## config.mk

```make
export PLATFORM = sky130hd
export DESIGN_NAME = lsu_mem_port
export DESIGN_NICKNAME = d
export VERILOG_FILES = /design/src/rtl/lsu_mem_port.sv
export SDC_FILE = /design/constraint.sdc
export NUM_CORES = 1
export LEC_CHECK = 0
export ABC_AREA = 1
export CORE_ASPECT_RATIO = 1.1
export CORE_UTILIZATION = 47
export DETAILED_ROUTE_END_ITERATION = 10
export PLACE_DENSITY = 0.77
export SLEW_MARGIN = 20
export SYNTH_ARGS = -nofsm -noshare
export SYNTH_HDL_FRONTEND = slang
export SYNTH_SLANG_ARGS = --single-unit
export TNS_END_PERCENT = 1
```

## constraint.sdc

```tcl
create_clock -name clk -period 4.5 [get_ports clk]
set_input_delay 0.45 -clock clk [delete_from_list [all_inputs] [get_ports clk]]
set_output_delay 0.45 -clock clk [all_outputs]
set_load 0.05 [all_outputs]
```

## src/rtl/lsu_mem_port.sv

```systemverilog
// Load/store unit memory port.
// Converts one RV32I load/store request into one or two word-aligned memory
// accesses. A misaligned access that crosses a word boundary is split into a
// low-word access (ACC1) and a high-word access (ACC2). Loads are reassembled
// from the captured words and then sign- or zero-extended. Stores drive byte
// lanes directly. The memory port outputs are combinational from the state and
// the latched request. All response outputs and req_ready are registered.

module lsu_mem_port (
  input  logic        clk,
  input  logic        rst,
  input  logic        req_valid,
  input  logic        req_we,
  input  logic [2:0]  req_funct3,
  input  logic [31:0] req_addr,
  input  logic [31:0] req_wdata,
  output logic        req_ready,
  output logic [31:0] Data_addr,
  output logic [31:0] Wdata,
  output logic [3:0]  we,
  input  logic [31:0] Rdata,
  output logic        rsp_valid,
  output logic [31:0] rsp_rdata,
  output logic        rsp_err,
  output logic        rsp_split
);

  typedef enum logic [1:0] {
    IDLE = 2'd0,
    ACC1 = 2'd1,
    ACC2 = 2'd2,
    RESP = 2'd3
  } state_t;

  state_t      state_r, state_s;
  logic        we_r;
  logic [2:0]  funct3_r;
  logic [31:0] addr_r;
  logic [31:0] wdata_r;
  logic [31:0] lo_r;
  logic [31:0] hi_r;
  logic        split_r;
  logic        req_ready_r;
  logic        rsp_valid_r;
  logic [31:0] rsp_rdata_r;
  logic        rsp_err_r;
  logic        rsp_split_r;

  logic [1:0]  off_s;
  logic [7:0]  mask_s;
  logic        illegal_s;
  logic        split_s;
  logic [4:0]  sh_lo_s;
  logic [5:0]  sh_hi_s;
  logic [31:0] load_s;
  logic [31:0] data_addr_s;
  logic [31:0] wdata_s;
  logic [3:0]  we_s;

  // Byte mask for the access size before shifting by the byte offset.
  function automatic logic [7:0] base_mask(input logic [1:0] size_code);
    logic [7:0] m;
    case (size_code)
      2'b00:   m = 8'h01;
      2'b01:   m = 8'h03;
      2'b10:   m = 8'h0F;
      default: m = 8'h00;
    endcase
    return m;
  endfunction

  // Align the {hi,lo} word pair to the byte offset, then extend to 32 bits.
  function automatic logic [31:0] load_extend(input logic [63:0] pair,
                                              input logic [1:0]  off,
                                              input logic [2:0]  f3);
    logic [63:0] sh;
    logic [31:0] ext;
    sh = pair >> {off, 3'b000};
    case (f3[1:0])
      2'b00:   ext = f3[2] ? {24'h000000, sh[7:0]}  : {{24{sh[7]}}, sh[7:0]};
      2'b01:   ext = f3[2] ? {16'h0000, sh[15:0]}   : {{16{sh[15]}}, sh[15:0]};
      2'b10:   ext = sh[31:0];
      default: ext = 32'h00000000;
    endcase
    return ext;
  endfunction

  // Decode the latched request: offset, lane mask, legality and split.
  always_comb begin
    off_s     = addr_r[1:0];
    mask_s    = base_mask(funct3_r[1:0]) << off_s;
    illegal_s = (funct3_r[1:0] == 2'b11) || (we_r && funct3_r[2]);
    split_s   = (mask_s[7:4] != 4'h0);
    sh_lo_s   = {off_s, 3'b000};
    sh_hi_s   = 6'd32 - {1'b0, off_s, 3'b000};
    load_s    = load_extend({hi_r, lo_r}, off_s, funct3_r);
  end

  // Next-state logic and combinational memory port drive.
  always_comb begin
    state_s     = state_r;
    data_addr_s = 32'h00000000;
    wdata_s     = 32'h00000000;
    we_s        = 4'h0;
    case (state_r)
      IDLE: begin
        if (req_valid && req_ready_r) begin
          state_s = ACC1;
        end else begin
          state_s = IDLE;
        end
      end
      ACC1: begin
        data_addr_s = {addr_r[31:2], 2'b00};
        wdata_s     = wdata_r << sh_lo_s;
        if (we_r && !illegal_s) begin
          we_s = mask_s[3:0];
        end else begin
          we_s = 4'h0;
        end
        if (illegal_s) begin
          state_s = RESP;
        end else if (split_s) begin
          state_s = ACC2;
        end else begin
          state_s = RESP;
        end
      end
      ACC2: begin
        data_addr_s = {addr_r[31:2], 2'b00} + 32'd4;
        wdata_s     = wdata_r >> sh_hi_s;
        if (we_r) begin
          we_s = mask_s[7:4];
        end else begin
          we_s = 4'h0;
        end
        state_s = RESP;
      end
      RESP: begin
        state_s = IDLE;
      end
      default: begin
        state_s = IDLE;
      end
    endcase
  end

  // State register, request latch, load buffers and registered response.
  always_ff @(posedge clk or posedge rst) begin
    if (rst) begin
      state_r     <= IDLE;
      we_r        <= 1'b0;
      funct3_r    <= 3'b000;
      addr_r      <= 32'h00000000;
      wdata_r     <= 32'h00000000;
      lo_r        <= 32'h00000000;
      hi_r        <= 32'h00000000;
      split_r     <= 1'b0;
      req_ready_r <= 1'b1;
      rsp_valid_r <= 1'b0;
      rsp_rdata_r <= 32'h00000000;
      rsp_err_r   <= 1'b0;
      rsp_split_r <= 1'b0;
    end else begin
      state_r     <= state_s;
      req_ready_r <= (state_s == IDLE);
      rsp_valid_r <= 1'b0;
      case (state_r)
        IDLE: begin
          if (req_valid && req_ready_r) begin
            we_r     <= req_we;
            funct3_r <= req_funct3;
            addr_r   <= req_addr;
            wdata_r  <= req_wdata;
            lo_r     <= 32'h00000000;
            hi_r     <= 32'h00000000;
            split_r  <= 1'b0;
          end
        end
        ACC1: begin
          if (!we_r) begin
            lo_r <= Rdata;
          end
        end
        ACC2: begin
          split_r <= 1'b1;
          if (!we_r) begin
            hi_r <= Rdata;
          end
        end
        RESP: begin
          rsp_valid_r <= 1'b1;
          rsp_err_r   <= illegal_s;
          rsp_split_r <= split_r;
          rsp_rdata_r <= (we_r || illegal_s) ? 32'h00000000 : load_s;
        end
        default: begin
          rsp_valid_r <= 1'b0;
        end
      endcase
    end
  end

  assign req_ready = req_ready_r;
  assign Data_addr = data_addr_s;
  assign Wdata     = wdata_s;
  assign we        = we_s;
  assign rsp_valid = rsp_valid_r;
  assign rsp_rdata = rsp_rdata_r;
  assign rsp_err   = rsp_err_r;
  assign rsp_split = rsp_split_r;

endmodule

```

==> flow_summary.json <==
{
  "worstSetupEndpointType": "primary output",
  "grt_max_degree": 113,
  "cts_inserted_buffers": 17,
  "yosysTopAreaCell": "dfrtp_1",
  "grt.overflow.total": 0,
  "clk_path_buf_depth": 2,
  "yosys.cell_types.count": 40,
  "avgSynthCellArea_sq_um": 6.78,
  "power_frac_comb": 0.589,
  "coreArea_sq_um": 20900,
  "ys_seq_area_frac": 0.403,
  "cts_tree": "done",
  "insertion_delay_ps": 440,
  "die_width_um": 142,
  "cts.sinks": 163,
  "pwr-share-clk": 0.159,
  "max_slew_margin": 0.345,
  "critical_path_required_ps": 4050,
  "max_freq_mhz": 248,
  "internal-power_w": 0.00479,
  "diodes": 0,
  "fill_cells": 1936,
  "critPathKind": "reg2out",
  "drcViolationCount": 0,
  "vdd_drop_max_mv": 0.513,
  "p_leak_nw": 6.10,
  "dp_hpwl_um": 22700,
  "synthToLayoutAreaGrowth_pct": 26.3,
  "die_area_sq_um": 22100,
  "layout.nets": 1759,
  "initial_core_util": 0.485,
  "grt_pass1_vias": 10100,
  "worst_pin_slew_ps": 983,
  "yosysTopAreaCellShare": 0.401,
  "mostFrequentLayoutCells": "526 x nand2_1, 217 x o21ai_0, 183 x clkdlybuf4s50_1",
  "cp_data_arrival_time_ps": 3590,
  "postCtsHoldBufs": 0,
  "final_common_cell": "nand2_1",
  "setup_viol": 0,
  "routedWlPerCell_um": 16.5,
  "drive_above_1_share": 0.0567,
  "io_buffers": 204,
  "min_period_ps": 4040,
  "power.density_nw_per_um2": 798,
  "fin_skew_ps": 9.71,
  "drtIter0Drc": 894,
  "ys.warnings.count": 0,
  "hold_violations": 0,
  "grt.total_usage": 0.297,
  "start_kind": "flop",
  "finalCoreUtilization": 0.613,
  "p_switching_w": 0.00541,
  "final.period_utilization": 0.898,
  "ys_top_cells_by_area": "dfrtp_1 40%, nand2_1 20%, o21ai_0 11%",
  "tns_ps": 0,
  "antenna_found_initial": 2,
  "ys_ff_latch": 163,
  "wirelength_um": 32100,
  "netlist_area_sq_um": 10100,
  "dr_total_vias": 10500,
  "drtPass1Iterations": 6,
  "io_pins": 207,
  "syn-instance-count": 1493,
  "rsz0062_at_grt": "no",
  "status": "finished clean",
  "clk_pin_slew_worst_paths_ps": 70,
  "preCtsSetupSlack_ps": 918,
  "path_max_fanout": 24,
  "hold_path.class": "in2async",
  "p_seq_frac": 0.252,
  "die_h_um": 156,
  "gp_congestion": 0.941,
  "drv_cap": 0,
  "htree_levels": 4,
  "finalMaxSlewViolations": 0,
  "cts-root-buf": "clkbuf_16",
  "cts_resized": 0,
  "timing.final.ws_setup_ps": 461,
  "postRouteAntennaNets": 0,
  "rows": 55,
  "viasPerCell": 5.43,
  "cts_setup_buffers": 0,
  "grt_pass1_wl_um": 51000,
  "switching_share": 0.530
}
==> power by group through the flow <==
stage,registers (W),logic (W),clock network (W)
4_1_cts,0.00257,0.00597,0.00163
3_5_place_dp,0.00258,0.00594,0
2_1_floorplan,0.00287,0.00397,0
6_report,0.00257,0.00600,0.00162
3_3_place_gp,0.00257,0.00585,0
5_1_grt,0.00264,0.00655,0.00170
==> kinds of logic after synthesis <==
logic type	count (synthesis)	synth area share
xor gates and xnor gates	1	0.000866
buffers and inverters	255	0.110
DFF	163	0.403
adders and majority gates	12	0.0148
other	1	0.000371
and+or+nand+nor	727	0.292
AOI/OAI and AO/OA	334	0.179
==> layer usage <==
metal	wire, um	vias to the layer above	GRT usage
met1	12900	4889	0.368
met5	0	-	0
met4	1250	0	0.141
met2	15500	474	0.502
met3	2420	84	0.0522
li1	-	5095	-
==> critical path: stages, from the launching register on <==
cell,delay [ps]
dfrtp_1,400
inv_1,110
ha_2,490
nand2_1,360
inv_1,570
a22oi_1,180
nand2_1,90
o21ai_0,90
inv_1,70
clkdlybuf4s50_1,790
==> path summary, 6_finish.rpt <==
kind | from | endpoint | slack [ps] | cells after the start
worst max-delay path | state_r[1]$_DFF_PP0_ | Data_addr[12] | 460 | 9
worst min-delay path | rst | addr_r[4]$_DFFE_PP0P_ | 380 | 2
worst max register to register | state_r[1]$_DFF_PP0_ | lo_r[30]$_DFFE_PP0P_ | 1520 | 8
worst min register to register | rsp_rdata[28]$_DFFE_PP0P_ | rsp_rdata[28]$_DFFE_PP0P_ | 480 | 2
max in group asynchronous | rst | lo_r[15]$_DFFE_PP0P_ | 3090 | 4
min in group clk | rsp_rdata[28]$_DFFE_PP0P_ | rsp_rdata[28]$_DFFE_PP0P_ | 480 | 2
==> cells in the mapped netlist <==
library cell and number:
o221ai_1 12, a22oi_1 2, dfstp_2 1, a221oi_1 1, buf_2 25, conb_1 1
o22ai_1 2, o211a_1 1, nor2_2 4, clkbuf_2 3, nor3_1 1, buf_6 9
nor2_4 1, buf_1 4, xor2_1 1, o211ai_1 6, a21oi_2 1, nor3_2 1
a21boi_1 1, buf_4 15, and2_1 3, nor2_1 64, clkbuf_1 32, nor2_8 1
a31oi_1 2, nand4_1 13, a22o_1 1, dfrtp_1 162, a21oi_1 59, inv_1 158
nand2_1 526, o21ai_0 217, o21ai_1 17, ha_1 12, nand3_1 111, a22oi_4 1
inv_2 9, nand2_2 2, o21ai_2 2, o21a_1 9
==> registers in the layout, summed over array words and instances (netlist names), 2 cells and up <==
register,cells
addr_r,32
rsp_rdata,32
funct3_r,3
hi_r,24
lo_r,32
wdata_r,32
state_r,2
==> area by class of cell <==
cell class | instances | area, sq um | area share
multi-input cells | 1076 | 4930 | 0.386
flip-flops and latches | 163 | 4080 | 0.320
repair buffers | 219 | 2130 | 0.166
inverters | 167 | 631 | 0.0493
clock buffers | 18 | 439 | 0.0344
well taps | 285 | 357 | 0.0279
clock inverters | 14 | 214 | 0.0167
==> stage by stage <==
| step | cell area [sq um] | hold slack (ps) | power [W] | instances |
|---|---|---|---|---|
| finish | 12800 | 378 | 0.0102 | 1942 |
| global route | 12800 | 431 | 0.0109 | 1942 |
| CTS | 12800 | 483 | 0.0102 | 1941 |
| detailed placement | 12100 | 465 | 0.00851 | 1909 |
| global placement | 12100 | 462 | 0.00842 | 1909 |
| floorplan | 10100 | 464 | 0.00684 | 1494 |
No activity file was read; power rests on OpenSTA's default activity.
